--- src/rtl/instr_fetch_unit.sv ---
// Fetch stage: owns the PC, drives Imem_A and holds the IF/ID register with a valid/ready handshake.
// Optional feature: define FETCH_MISALIGN_TRAP_EN to trap misaligned redirect targets instead of clearing bits [1:0].
module instr_fetch_unit #(
    parameter logic [31:0] RESET_PC    = 32'h0000_0000,
    parameter int unsigned BOOT_CYCLES = 8,
    parameter logic [31:0] NOP_INSTR   = 32'h0000_0013
) (
    input  logic        CLK,
    input  logic        Reset,
    output logic [31:0] Imem_A,
    input  logic [31:0] Imem_RD,
    input  logic        Id_Ready,
    input  logic        Redirect,
    input  logic [31:0] Redirect_Target,
    input  logic        Halt,
    output logic [31:0] IF_Instr,
    output logic [31:0] IF_PC,
    output logic [31:0] IF_PC_Plus4,
    output logic        IF_Valid,
    output logic [1:0]  Fetch_State,
    output logic        Misalign
);

    typedef enum logic [1:0] {
        ST_BOOT   = 2'b00,
        ST_RUN    = 2'b01,
        ST_HALTED = 2'b10
    } state_e;

    state_e      state_q;
    logic [31:0] pc_q;
    logic [31:0] boot_cnt_q;
    logic [31:0] if_instr_q;
    logic [31:0] if_pc_q;
    logic [31:0] if_pc_plus4_q;
    logic        if_valid_q;

    logic [31:0] pc_seq_d;
    logic [31:0] redirect_pc_d;
    logic        boot_done;

    assign pc_seq_d      = pc_q + 32'd4;
    assign redirect_pc_d = Redirect_Target & ~32'h0000_0003;
    assign boot_done     = (BOOT_CYCLES == 0) || (boot_cnt_q == BOOT_CYCLES - 1);

`ifdef FETCH_MISALIGN_TRAP_EN
    logic misalign_q;
    assign Misalign = misalign_q;
`else
    assign Misalign = 1'b0;
`endif

    always_ff @(posedge CLK) begin
        if (Reset) begin
            state_q       <= ST_BOOT;
            pc_q          <= RESET_PC;
            boot_cnt_q    <= '0;
            if_instr_q    <= NOP_INSTR;
            if_pc_q       <= '0;
            if_pc_plus4_q <= '0;
            if_valid_q    <= 1'b0;
`ifdef FETCH_MISALIGN_TRAP_EN
            misalign_q    <= 1'b0;
`endif
        end else begin
            case (state_q)
                ST_RUN: begin
                    if (Redirect) begin
                        if_valid_q <= 1'b0;
                        if_instr_q <= NOP_INSTR;
`ifdef FETCH_MISALIGN_TRAP_EN
                        if (|Redirect_Target[1:0]) begin
                            misalign_q <= 1'b1;
                            state_q    <= ST_HALTED;
                        end else begin
                            pc_q <= redirect_pc_d;
                        end
`else
                        pc_q <= redirect_pc_d;
`endif
                    end else if (Halt) begin
                        state_q <= ST_HALTED;
                    end else if (!if_valid_q || Id_Ready) begin
                        if_instr_q    <= Imem_RD;
                        if_pc_q       <= pc_q;
                        if_pc_plus4_q <= pc_seq_d;
                        if_valid_q    <= 1'b1;
                        pc_q          <= pc_seq_d;
                    end
                end
                ST_HALTED: begin
                    // PC stays frozen; only drain a pending instruction to decode.
                    if (if_valid_q && Id_Ready) begin
                        if_valid_q <= 1'b0;
                        if_instr_q <= NOP_INSTR;
                    end
                end
                default: begin
                    // Unused encoding 11 falls through here and behaves as BOOT.
                    boot_cnt_q <= boot_cnt_q + 32'd1;
                    if (boot_done) begin
                        state_q <= ST_RUN;
                    end
                end
            endcase
        end
    end

    assign Imem_A      = pc_q;
    assign IF_Instr    = if_instr_q;
    assign IF_PC       = if_pc_q;
    assign IF_PC_Plus4 = if_pc_plus4_q;
    assign IF_Valid    = if_valid_q;
    assign Fetch_State = state_q;

endmodule

--- config.mk ---
export PLATFORM = sky130hd
export DESIGN_NAME = instr_fetch_unit
export DESIGN_NICKNAME = d
export VERILOG_FILES = /design/src/rtl/instr_fetch_unit.sv
export SDC_FILE = /design/constraint.sdc
export NUM_CORES = 1
export LEC_CHECK = 0
export CELL_PAD_IN_SITES_DETAIL_PLACEMENT = 0
export CELL_PAD_IN_SITES_GLOBAL_PLACEMENT = 1
export CORE_UTILIZATION = 35
export DETAILED_ROUTE_END_ITERATION = 10
export PLACE_DENSITY = 0.83
export SYNTH_ARGS = -nofsm -noshare
export SYNTH_HDL_FRONTEND = slang
export SYNTH_SLANG_ARGS = --single-unit
--- constraint.sdc ---
create_clock -name CLK -period 2.9 [get_ports CLK]
set_clock_uncertainty 0.1 [all_clocks]
set_input_delay 0.58 -clock CLK [delete_from_list [all_inputs] [get_ports CLK]]
set_output_delay 0.58 -clock CLK [all_outputs]
set_load 0.03 [all_outputs]
## Word-level counts from Yosys, hierarchy flattened

Index checks and enable logic that the tools add are counted.

| word-level totals | value |
|---|---|
| register bits after elaboration | 163 |
| bits of input ports | 69 |
| output and inout port bits | 132 |
| logic and storage cells | 49 |

| cells by class | value |
|---|---|
| $add $sub $neg | 2 |
| equal/unequal tests | 9 |
| muxes and demuxes | 17 |
| bitwise logic cells | 3 |
| reductions and logical operators | 11 |

Operators by type and width:

| kind | number |
|---|---|
| $mux 32 | 7 |
| $pmux 32 s2 | 1 |
| $add 32x1->32 const B | 1 |
| $add 32x3->32 const B | 1 |
| $eq 32x3->1 const B | 1 |
| $reduce_and 4->1 | 3 |
| $ne 2x2->1 const B | 4 |
| $mux 2 | 3 |
| $ne 3x3->1 const B | 2 |
| $reduce_bool 2->1 | 3 |
| $mux 1 | 4 |
| $pmux 2 s2 | 1 |
| $not 1->1 | 3 |
| $reduce_and 3->1 | 1 |
| $eq 2x1->1 const B | 1 |
| $eq 2x2->1 const B | 1 |
| $pmux 1 s2 | 1 |
| $reduce_or 2->1 | 1 |
| $logic_and 1x1->1 | 1 |
| $logic_not 1->1 | 1 |
| $logic_or 1x1->1 | 1 |

## Logic depth before layout (Yosys ltp)

| logic depth | value |
|---|---|
| word-level depth | 6 |
| mapped depth | 8 |
| mapped depth without buffers | 7 |

## Least setup slack after synthesis

Ideal clock, no wire load.

| timing path | value |
|---|---|
| path type | register -> register |
| from | register state_q[0] (netlist: Fetch_State[0]) |
| to | register boot_cnt_q[17] |
| library setup time | 0.070 ns |
| data arrival time | 2.104 ns |
| data required time | 2.730 ns |
| path slack | 0.625 ns |
| stages on the path, launching flop included | 9 |
| buffers on the path | 1 |
| clock period less this slack | 2.275 ns |
| cell sequence | dfxtp_1 > inv_1 > ha_1 > buf_2 > nand4_1 > nor3_1 > nand2b_1 > or3_2 > a21oi_1 |

| on the way | value |
|---|---|
| longest elaborated chain between the ends | 2 |
| elaborated cells on any way between the ends | 3 |
| classes of those cells | eq/ne: 2; reduce/logical: 1 |

RTL lines:

| item | RTL line | text |
|---|---|---|
| start, declared | 30 | `state_e state_q;` |
| start signal, assigned | 55 | `state_q <= ST_BOOT;` |
| start signal, assigned | 82 | `state_q <= ST_HALTED;` |
| start signal, assigned | 102 | `state_q <= ST_RUN;` |
| $eq 2x2->1 / $eq 2x1->1 (equally long branches) | 66 | `case (state_q)` |
| $reduce_or 2->1 (no source line) * | n/a |  |
| end signal, assigned | 100 | `boot_cnt_q <= boot_cnt_q + 32'd1;` |
| end, declared | 32 | `logic [31:0] boot_cnt_q;` |

Mark *: on every way between the ends. The rest lies on a longest branch, timed or not.
A chain may end at the register's enable or synchronous reset.

## Worst setup path in the final report

| timing path | value |
|---|---|
| from | register pc_q[19] (netlist: Imem_A[19]) |
| to | output Imem_A[19] |

RTL lines:

| item | RTL line | text |
|---|---|---|
| start, declared | 31 | `logic [31:0] pc_q;` |
| start signal, assigned | 79 | `pc_q <= redirect_pc_d;` |
| start signal, assigned | 88 | `pc_q <= pc_seq_d;` |
| end, declared | 10 | `output logic [31:0] Imem_A,` |

No word-level cell between the ends.

==> flow_summary.ini <==
[timing]
relSlewSlack = 0.460
fin_crit_ns = 2.46
timing_hold_violations_final = 0
timing.fmax_mhz = 407
rsz0062_at_grt = false
hold_slack_ns = 0.352
tightest_slew_ns = 0.804
finalSetupTns_ns = 0
setup_violations = 0
slew_viol_final = 0
period_share = 0.848

[place]
hpwl_um = 13100
placedCellCount = 1257
place_congestion = 0.769
numPortBuffers = 191

[floorplan]
core-area_um2 = 19500
pin_count = 201
die_y_um = 144
die_area_um2 = 20600
rows = 51
start_util = 0.359
die_width_um = 144

[cells_and_area]
area.growth.synth_to_final_pct = 40.0
layout_commonest_cell = clkdlybuf4s50_1
most-common-layout-cells = clkdlybuf4s50_1 (189), dfxtp_1 (157), nand2_1 (103)
drive_above_1_share = 0.0742
fin_cells = 1290
num-fill-cells = 1877
layout.nets = 1084

[hold_path]
worstHoldPathCells = 2
hold-path-endpoint = IF_PC[19]$_SDFFE_PP0P_
hp-start = IF_PC[19]$_SDFFE_PP0P_
hp-class = reg2reg

[global_routing]
grt_pass1_vias = 6102
gr-total-overflow = 0
track_usage = 0.197
antenna_found_initial = 0
grt_pass1_wl_um = 31800
grt_max_degree = 141

[clock_tree]
cts-hold-fix-buffers = 0
insertion_delay_ns = 0.43
clockBufferDepth = 2
cts_tree = yes
cts-root-buf = clkbuf_16
cts_post_setup_buffers_inserted = 0
ctsResizeCount = 0
cts-buffers-inserted = 17
numClockSinks = 157
htree_levels = 4
clkTransAtPathRegs_ns = 0.07

[logic_synthesis]
syn_area_um2 = 7010
synth_cell_types = 54
yosysSeqAreaShare = 0.448
syn_inst = 848
synth_edf_count = 0
ys_ff_latch = 157
ys.flop_type = dfxtp_1
synthArstFlopShare = 0
syn_avg_cell_area_um2 = 8.26
yosys_warnings = 0

[route]
wl_per_cell_um = 15.6
vias_per_cell = 5.15
wl_um = 20100
ant_nets = 0
drt-initial-drc-count = 417
remaining_drc_errors = 0
first_pass_iters = 5
vias = 6643

[worst_setup_path]
crit_type = reg2out
reg2reg_to = boot_cnt_q[17]$_SDFFE_PP0N_
r2r_slack_ns = 0.52
max_stage_delay_ns = 0.76
cp-end-kind = output port
startpoint_type = register
crit_path_cell_trace = clkdlybuf4s50_1
path_delay_family = buffers and inverters
crit_buf_inv = 1
cp_max_fo = 9
reg2reg_from = Fetch_State[0]$_SDFFE_PP0P_
required_ns = 2.22
arrival_ns = 1.78
slowest_stage = clkdlybuf4s50_1
ff2ff_path_depth = 7

[pwr]
finalPower_uw = 4950
powerDensity_nw_per_um2 = 504
max-vdd-ir-drop_uv = 396
leakagePower_uw = 0.00332

[status]
status = finished clean

[run]
cap_viol_max_count = 0
## metal layers
metal	global-route usage	wire length, um
met2	0.305	9060
met5	0	0
met4	0.0582	238
met1	0.265	9390
met3	0.0553	1390
## synthesized netlist by cell type (2+ instances only)
master / instances / area share
o41ai_1: 5 / 0.0062
nor4_1: 7 / 0.0062
xor2_1: 24 / 0.030
buf_1: 6 / 0.0032
buf_4: 8 / 0.0086
or3b_2: 2 / 0.0025
nor3_1: 7 / 0.0050
nand3b_1: 8 / 0.0086
and2_1: 2 / 0.0018
xnor2_1: 22 / 0.027
a22oi_1: 41 / 0.044
inv_1: 6 / 0.0032
clkbuf_1: 42 / 0.022
nor2b_1: 6 / 0.0054
a22o_1: 6 / 0.0075
nand2_1: 103 / 0.055
and3_1: 15 / 0.013
nand3_1: 28 / 0.020
and4_1: 7 / 0.0087
nand3_2: 2 / 0.0029
nor2_1: 103 / 0.055
o22ai_1: 3 / 0.0027
mux2_4: 2 / 0.0043
nand2b_1: 7 / 0.0062
o31ai_1: 3 / 0.0032
or2_2: 4 / 0.0036
a31oi_1: 15 / 0.013
o21ai_0: 39 / 0.028
dfxtp_1: 157 / 0.45
a21oi_1: 69 / 0.049
or3_1: 16 / 0.014
buf_2: 17 / 0.012
ha_1: 4 / 0.0071
nand4_1: 23 / 0.021
a32o_1: 3 / 0.0043
mux2i_1: 4 / 0.0057
a211oi_1: 14 / 0.015
nor4b_1: 2 / 0.0025
## per-stage QoR
step                worst slack [ns]  instance area (um^2)   util
CTS                            0.445                  9810  0.502
floorplan                      0.625                  7030      -
global placement               0.202                  9150  0.468
global route                   0.255                  9810  0.502
finish                         0.440                  9810  0.503
detailed placement             0.176                  9150  0.468
## kinds of logic (layout without fill, tap and decap cells)
family / count (synthesis) / in the layout / share of synthesized area
AND/OR/NAND/NOR: 349 / 349 / 0.245
adder cells (fa/ha/maj): 4 / 4 / 0.00714
XOR/XNOR: 46 / 46 / 0.0575
other: 1 / 8 / 0.000535
flip-flops: 157 / 157 / 0.448
multiplexers: 6 / 6 / 0.0100
buffers and inverters: 81 / 251 / 0.0509
AO/OA/AOI/OAI: 204 / 204 / 0.181
## worst max path at each step
stage | endpoint | from | cells past startpoint | slack [ns]
finish | Imem_A[19] | Imem_A[19]$_SDFFE_PP0P_ | 1 | 0.44
floorplan | boot_cnt_q[17]$_SDFFE_PP0N_ | Fetch_State[0]$_SDFFE_PP0P_ | 8 | 0.63
global placement | Imem_A[24]$_SDFFE_PP0P_ | Id_Ready | 7 | 0.20
CTS | Imem_A[19] | Imem_A[19]$_SDFFE_PP0P_ | 1 | 0.45
detailed placement | Imem_A[14]$_SDFFE_PP0P_ | Id_Ready | 6 | 0.18
global route | boot_cnt_q[17]$_SDFFE_PP0N_ | Fetch_State[0]$_SDFFE_PP0P_ | 7 | 0.25
## flip-flops by register name, indices dropped and copies added, names as in the netlist
signal       cells
IF_Valid         1
IF_PC_Plus4     30
boot_cnt_q      32
IF_PC           30
IF_Instr        32
Fetch_State      2
Imem_A          30
## report_power, final
part	internal [uW]	switching, uW
logic	121	122
clock network	1580	949
registers	2160	10.6
## area by class of cell
cell class | instances | area, um^2 | share of cell area
repair buffers | 212 | 2090 | 0.213
diodes | 1 | 2.50 | 0.000255
clock inverters | 13 | 213 | 0.0217
well taps | 265 | 332 | 0.0338
clock buffers | 19 | 453 | 0.0461
multi-input cells | 616 | 3560 | 0.363
flip-flops and latches | 157 | 3140 | 0.320
inverters | 7 | 26.3 | 0.00268
No activity file was read; power rests on OpenSTA's default activity.
